## src/rtl/rom_loader.sv

```systemverilog
// rom_loader: streams host-download bytes into the SDRAM ROM area.
// System-ROM blocks are remapped to fixed pages. Expansion ROMs land on a
// page chosen from the file extension. Each byte can be replicated across
// all memory banks, and every loaded high page is flagged in rom_map.
module rom_loader #(
  parameter int NUM_BANKS = 2,
  parameter int PAGE_BITS = 8,
  parameter bit CLEAR_MAP = 1'b1,
  localparam int BW       = (NUM_BANKS > 1) ? $clog2(NUM_BANKS) : 1,
  localparam int AW       = PAGE_BITS + 15,
  localparam int MAPW     = 1 << PAGE_BITS
) (
  input  logic            clk_sys,
  input  logic            reset_n,
  input  logic            ce_ref,
  input  logic            ioctl_download,
  input  logic            ioctl_wr,
  input  logic [24:0]     ioctl_addr,
  input  logic [7:0]      ioctl_dout,
  input  logic [7:0]      ioctl_index,
  input  logic [15:0]     ioctl_file_ext,
  output logic            ioctl_wait,
  output logic            mem_wr,
  output logic [AW-1:0]   mem_addr,
  output logic [BW-1:0]   mem_bank,
  output logic [7:0]      mem_dout,
  output logic [MAPW-1:0] rom_map
);

  localparam logic [BW-1:0] LAST_BANK  = BW'(NUM_BANKS - 1);
  localparam int            SYS_BLOCKS = 4 * NUM_BANKS;

  typedef enum logic [1:0] {
    S_IDLE,
    S_ARM,
    S_WRITE,
    S_GAP
  } state_t;

  // Returns {valid, value} for an upper-case ASCII hex digit.
  function automatic logic [4:0] hex_nibble(input logic [7:0] c);
    logic [4:0] r;
    r = 5'd0;
    if (c >= 8'h30 && c <= 8'h39) begin
      r = {1'b1, c[3:0]};
    end else if (c >= 8'h41 && c <= 8'h46) begin
      r = {1'b1, c[3:0] + 4'd9};
    end
    return r;
  endfunction

  // Fixed page for each 16 KB system-ROM block within a bank.
  function automatic logic [PAGE_BITS:0] sys_page(input logic [1:0] blk);
    logic [PAGE_BITS:0] r;
    case (blk)
      2'd0:    r = '0;
      2'd1:    r = {1'b1, PAGE_BITS'(8'h00)};
      2'd2:    r = {1'b1, PAGE_BITS'(8'h07)};
      default: r = {1'b1, PAGE_BITS'(8'hFF)};
    endcase
    return r;
  endfunction

  state_t             state_q, state_d;
  logic               dl_q, dl_d;
  logic [PAGE_BITS:0] page_q, page_d;
  logic               combo_q, combo_d;
  logic               rep_q, rep_d;
  logic               wait_q, wait_d;
  logic               wr_q, wr_d;
  logic [AW-1:0]      addr_q, addr_d;
  logic [BW-1:0]      bank_q, bank_d;
  logic [7:0]         dout_q, dout_d;
  logic [MAPW-1:0]    map_q, map_d;

  logic               dl_rise;
  logic               index_nz;
  logic               replicate;
  logic [4:0]         hex_hi, hex_lo;
  logic [PAGE_BITS:0] parse_page;
  logic               parse_combo;
  logic [7:0]         parse_pg8;
  logic               parse_flag;
  logic [10:0]        sys_k;
  logic               sys_drop;
  logic [BW-1:0]      sys_bank;
  logic [PAGE_BITS:0] ext_upper;
  logic [BW-1:0]      ext_bank;

  assign dl_rise   = ioctl_download & ~dl_q;
  assign index_nz  = (ioctl_index != 8'd0);
  assign replicate = index_nz && ((ioctl_index[7:6] == 2'b01) || (ioctl_index[5:0] != 6'd0));
  assign hex_hi    = hex_nibble(ioctl_file_ext[15:8]);
  assign hex_lo    = hex_nibble(ioctl_file_ext[7:0]);

  assign sys_k     = ioctl_addr[24:14];
  assign sys_drop  = (int'({21'd0, sys_k}) >= SYS_BLOCKS);
  assign sys_bank  = BW'(sys_k >> 2);

  // Expansion pages advance with the 16 KB block number and wrap within the field.
  assign ext_upper = {page_q[PAGE_BITS], page_q[PAGE_BITS-1:0] + PAGE_BITS'(ioctl_addr[21:14])};
  assign ext_bank  = replicate ? '0 : BW'(&ioctl_index[7:6]);

  // Decode the file extension into a start page and the combo-cartridge flag.
  always_comb begin
    parse_pg8   = 8'hEE;
    parse_flag  = 1'b1;
    parse_combo = 1'b0;
    if (hex_hi[4]) begin
      parse_pg8[7:4] = hex_hi[3:0];
      parse_flag     = 1'b0;
    end
    if (hex_lo[4]) begin
      parse_pg8[3:0] = hex_lo[3:0];
      parse_flag     = 1'b0;
    end
    if (ioctl_file_ext == 16'h5A5A) begin
      parse_pg8  = 8'h00;
      parse_flag = 1'b0;
    end else if (ioctl_file_ext == 16'h5A30) begin
      parse_pg8   = 8'h00;
      parse_flag  = 1'b0;
      parse_combo = 1'b1;
    end
    parse_page = {parse_flag, PAGE_BITS'(parse_pg8)};
  end

  // Byte-write sequencer: accept, then one mem_wr ce_ref period per bank.
  always_comb begin
    state_d = state_q;
    dl_d    = ioctl_download;
    page_d  = page_q;
    combo_d = combo_q;
    rep_d   = rep_q;
    wait_d  = wait_q;
    wr_d    = wr_q;
    addr_d  = addr_q;
    bank_d  = bank_q;
    dout_d  = dout_q;
    map_d   = map_q;

    case (state_q)
      S_IDLE: begin
        if (ioctl_wr && ioctl_download) begin
          dout_d        = ioctl_dout;
          addr_d[13:0]  = ioctl_addr[13:0];
          if (index_nz) begin
            addr_d[AW-1:14] = ext_upper;
            bank_d          = ext_bank;
            rep_d           = replicate;
            wait_d          = 1'b1;
            state_d         = S_ARM;
          end else begin
            addr_d[AW-1:14] = sys_page(sys_k[1:0]);
            bank_d          = sys_bank;
            rep_d           = 1'b0;
            if (!sys_drop) begin
              wait_d  = 1'b1;
              state_d = S_ARM;
            end
          end
        end
      end
      S_ARM: begin
        if (ce_ref) begin
          wr_d    = 1'b1;
          state_d = S_WRITE;
        end
      end
      S_WRITE: begin
        if (ce_ref) begin
          wr_d    = 1'b0;
          state_d = S_GAP;
        end
      end
      S_GAP: begin
        if (rep_q && (bank_q < LAST_BANK)) begin
          bank_d  = bank_q + BW'(1);
          state_d = S_ARM;
        end else begin
          wait_d = 1'b0;
          if (addr_q[AW-1]) begin
            map_d[addr_q[AW-2:14]] = 1'b1;
          end
          // The combo cartridge switches to the MF2 page after its first 16 KB.
          if (combo_q && (addr_q[13:0] == 14'h3FFF)) begin
            page_d  = '1;
            combo_d = 1'b0;
          end
          state_d = S_IDLE;
        end
      end
      default: state_d = S_IDLE;
    endcase

    if (dl_rise) begin
      if (index_nz) begin
        page_d  = parse_page;
        combo_d = parse_combo;
      end else if (CLEAR_MAP) begin
        map_d = '0;
      end
    end
  end

  // State and output registers; reset clears everything, including a live mem_wr.
  always_ff @(posedge clk_sys or negedge reset_n) begin
    if (!reset_n) begin
      state_q <= S_IDLE;
      dl_q    <= 1'b0;
      page_q  <= '0;
      combo_q <= 1'b0;
      rep_q   <= 1'b0;
      wait_q  <= 1'b0;
      wr_q    <= 1'b0;
      addr_q  <= '0;
      bank_q  <= '0;
      dout_q  <= '0;
      map_q   <= '0;
    end else begin
      state_q <= state_d;
      dl_q    <= dl_d;
      page_q  <= page_d;
      combo_q <= combo_d;
      rep_q   <= rep_d;
      wait_q  <= wait_d;
      wr_q    <= wr_d;
      addr_q  <= addr_d;
      bank_q  <= bank_d;
      dout_q  <= dout_d;
      map_q   <= map_d;
    end
  end

  assign ioctl_wait = wait_q;
  assign mem_wr     = wr_q;
  assign mem_addr   = addr_q;
  assign mem_bank   = bank_q;
  assign mem_dout   = dout_q;
  assign rom_map    = map_q;

endmodule

```

## config.mk

```make
export PLATFORM = sky130hd
export DESIGN_NAME = rom_loader
export DESIGN_NICKNAME = d
export VERILOG_FILES = /design/src/rtl/rom_loader.sv
export SDC_FILE = /design/constraint.sdc
export NUM_CORES = 1
export LEC_CHECK = 0
export ABC_AREA = 0
export BUFFER_PORTS_ARGS = -buffer_cell sky130_fd_sc_hd__buf_2
export CAP_MARGIN = 0
export CORE_MARGIN = 2
export CORE_UTILIZATION = 56
export DETAILED_ROUTE_END_ITERATION = 6
export PLACE_DENSITY = 0.87
export RECOVER_POWER = 100
export SYNTH_ARGS = -nofsm -noshare
export SYNTH_HDL_FRONTEND = slang
export SYNTH_SLANG_ARGS = --single-unit
```

## constraint.sdc

```tcl
create_clock -name clk_sys -period 2.96 [get_ports clk_sys]
set_clock_uncertainty 0.1 [all_clocks]
set_input_delay 0.296 -clock clk_sys [delete_from_list [all_inputs] [get_ports clk_sys]]
set_output_delay 0.296 -clock clk_sys [all_outputs]
set_load 0.02 [all_outputs]
```

==> results.md <==
* Avg Cell Area, Syn at 9.90 sq um
* Yosys reg bits at 304
* Post-DP HPWL at 26.2 mm
* Max Clk Rate at 389 MHz
* Core Area at 21200 sq um
* Req. time, crit path at 3.32 ns
* Vias in the first global route at 11082
* Via density at 5.82
* Crit path time final at 2.57 ns
* Routed len/inst at 20.9 um
* Largest net degree at the start of global routing at 86
* Area of the mapped netlist at 12100 sq um
* CP dominant cell by count: nor2_1
* Reg2reg setup slack at 0.39 ns
* Worst Setup Path Type: flop to flop
* IO buf count at 351
* Syn-to-layout area delta at 24.6%
* Worst IR Drop VDD at 0.000537 V
* Sequential share of the synthesized area at 62.8%
* Worst-Skew Late Latency at 0.55 ns
* Crit-path cells: ha_1 -> nand4_1 -> nor2_1 -> clkbuf_1 -> a21oi_1 -> nor2_1
* Pre-Repair DR Iteration Count at 5
* Reg2Reg Launch Point: state_q[1]
* Antenna Violating Nets Remaining at 0
* Starting Density at 57.2%
* Final WL at 39.6 mm
* Worst-case clock buffer depth at 3
* Syn Inst Count at 1223
* Post-synth ARST share at 100%
* EDFF count, synth at 0
* Hold Crit Class: input pin to flop
* Clk slew on worst S/H paths at 0.06 ns
* Critical Path AT at 2.93 ns
* Post_cts resized at 0
* CP peak stage delay at 0.85 ns
* Commonest non-fill, non-tap cells in the layout: clkbuf_1, dfrtp_1, nor2_1
* Worst-margin pin slew at 1.35 ns
* Congestion Overflow GR at 0
* Global-route wire length before repair at 60.0 mm
* Most common cell after layout, fill and taps aside: clkbuf_1
* TritonCTS buffer count at 30
* Share of the cycle needed by the critical path after routing at 86.9%
* GR Util met1 at 42.2%
* Hold buffer count at CTS at 25
* Max-Cap Viols at 0
* Fraction of layout cells with a size suffix above 1 at 9.24%
* R2R Path End: rom_map[28]
* Hold Startpoint: ioctl_index[6]
* GPL Wtd Cong at 0.882
* WHS Path Cells at 3
* Cell Rows at 53
* CP startpoint: state_q[1]
* Synth unique cells at 55
* Cell leakage power at 0.00593 uW
* Max-slew violations at 0
* Total number of vias at 11053
* Worst path bufs/invs at 1
* Net count after synthesis at 1307
* Met3 track demand over resource at 6.05%
* Setup crit end kind: flop
* Die H at 151 um
* Hold Vio Cnt, Final at 0
* Nets@finish at 1687
* Worst slew margin at 9.89%
* Worst reg2reg path depth at 6
* Busiest layer in global routing: met2
* Diode count at 0
* Setup TNS at 0 ns
* M2 GR Usage at 58.3%
* CTS Sinks at 304
* Ports at 352
* Max Fanout on Critical Path at 15
* Initial antenna violation count at 0
* Status: complete, no violations
* Die area at 22800 sq um
* DR iter-0 viols at 953
* PwrDens at 736 nW/um^2
* H-tree depth at 1
* Slowest CP cell: clkbuf_1
* RSZ-0062 raised after global routing: no
* Startpoint types: flop
* Die X at 151 um
* Total track usage at 34.2%
* Core Util, Final at 71.3%
* Synth Flop Type: dfrtp_1
* Setup violators final at 0
* Clock root buffer: clkbuf_16
* DRC errors left at 0
* Hold path endpoint: rep_q
* Setup bufs post-CTS at 0
* CP delay by family, top: buffers and inverters
* Synth warnings at 0
* CTS tree: done
## worst max-delay path by stage
stage / endpoint / slack [ns] / depth (start not counted)
global placement: rom_map[18] / 0.75 / 6
finish: rom_map[28] / 0.39 / 6
detailed placement: rom_map[49] / 0.64 / 6
global route: rom_map[68] / 0.23 / 6
CTS: rom_map[49] / 0.63 / 6
floorplan: rom_map[194] / 1.0 / 7
## cell type report
type | instances | area (sq um)
Fill cell | 1644 | 6060
Inverter | 18 | 67.6
Clock inverter | 8 | 83.8
Multi-Input combinational cell | 826 | 4100
Sequential cell | 304 | 7610
Clock buffer | 45 | 877
Tap cell | 275 | 344
Timing Repair Buffer | 423 | 2010
## Yosys cell counts (all sizes together) (3+ instances only)
master  count  area [sq um]
nand2b      8          50.1
dfrtp     304          7610
xnor2       3          26.3
nand4b      4          35.0
inv        18          67.6
buf        36           204
clkbuf     39           148
and3        3          18.8
nand4       5          31.3
o21a        3          22.5
o21ai      25           125
or3         3          18.8
a21oi     276          1380
nor3b       6          45.0
nor2      308          1190
nor3       21           120
nor4        7          43.8
ha         21           263
nand3      10          50.1
nand2      81           304
a21o        3          22.5
## logic make-up after synthesis
logic type                 after synthesis  share of synthesized area [%]
AOI/OAI and AO/OA                      329                           14.3
xor gates and xnor gates                 3                          0.217
adders and majority gates               22                           2.33
buffers and inverters                   93                           3.46
DFF                                    304                           62.8
muxes                                    3                          0.258
and+or+nand+nor                        469                           16.6
## power by group
part           switching (uW)  internal, uW
Sequential                422          4580
Clock                    1600          2130
Combinational            1740           639
Total                    3760          7350
## metrics by stage
| step | setup slack [ns] | total power (uW) | instance area (sq um) | std cells | hold slack (ns) |
|---|---|---|---|---|---|
| final | 0.389 | 11100 | 15100 | 1899 | 0.0158 |
| after global routing | 0.227 | 11500 | 15100 | 1899 | 0.0469 |
| after global placement | 0.749 | 7340 | 14400 | 1821 | 0.247 |
| after floorplan | 1.00 | 6390 | 12100 | 1223 | -0.0996 |
| after CTS | 0.626 | 11200 | 15600 | 1899 | 0.00504 |
| after detailed placement | 0.637 | 7450 | 14400 | 1821 | 0.255 |
## worst reg2reg max path, cell delays in order, from the launching register on
cell and delay [ns]:
dfrtp_1 0.42, ha_1 0.31, nand4_1 0.28, nor2_1 0.17, clkbuf_1 0.85, a21oi_1 0.20, nor2_1 0.17
## registers in the layout, summed over array words and instances, names as in the netlist
register    count
ioctl_wait      1
mem_wr          1
combo_q         1
mem_addr       23
mem_bank        1
rom_map       256
dl_q            1
mem_dout        8
page_q          9
state_q         2
rep_q           1
## per-layer routing
layer / vias up / routed length (um)
met2: 667 / 19500
met1: 5381 / 14500
met5: - / 0
met3: 146 / 3290
li1: 4859 / -
met4: 0 / 2240
Power figures use the tool's default switching activity.
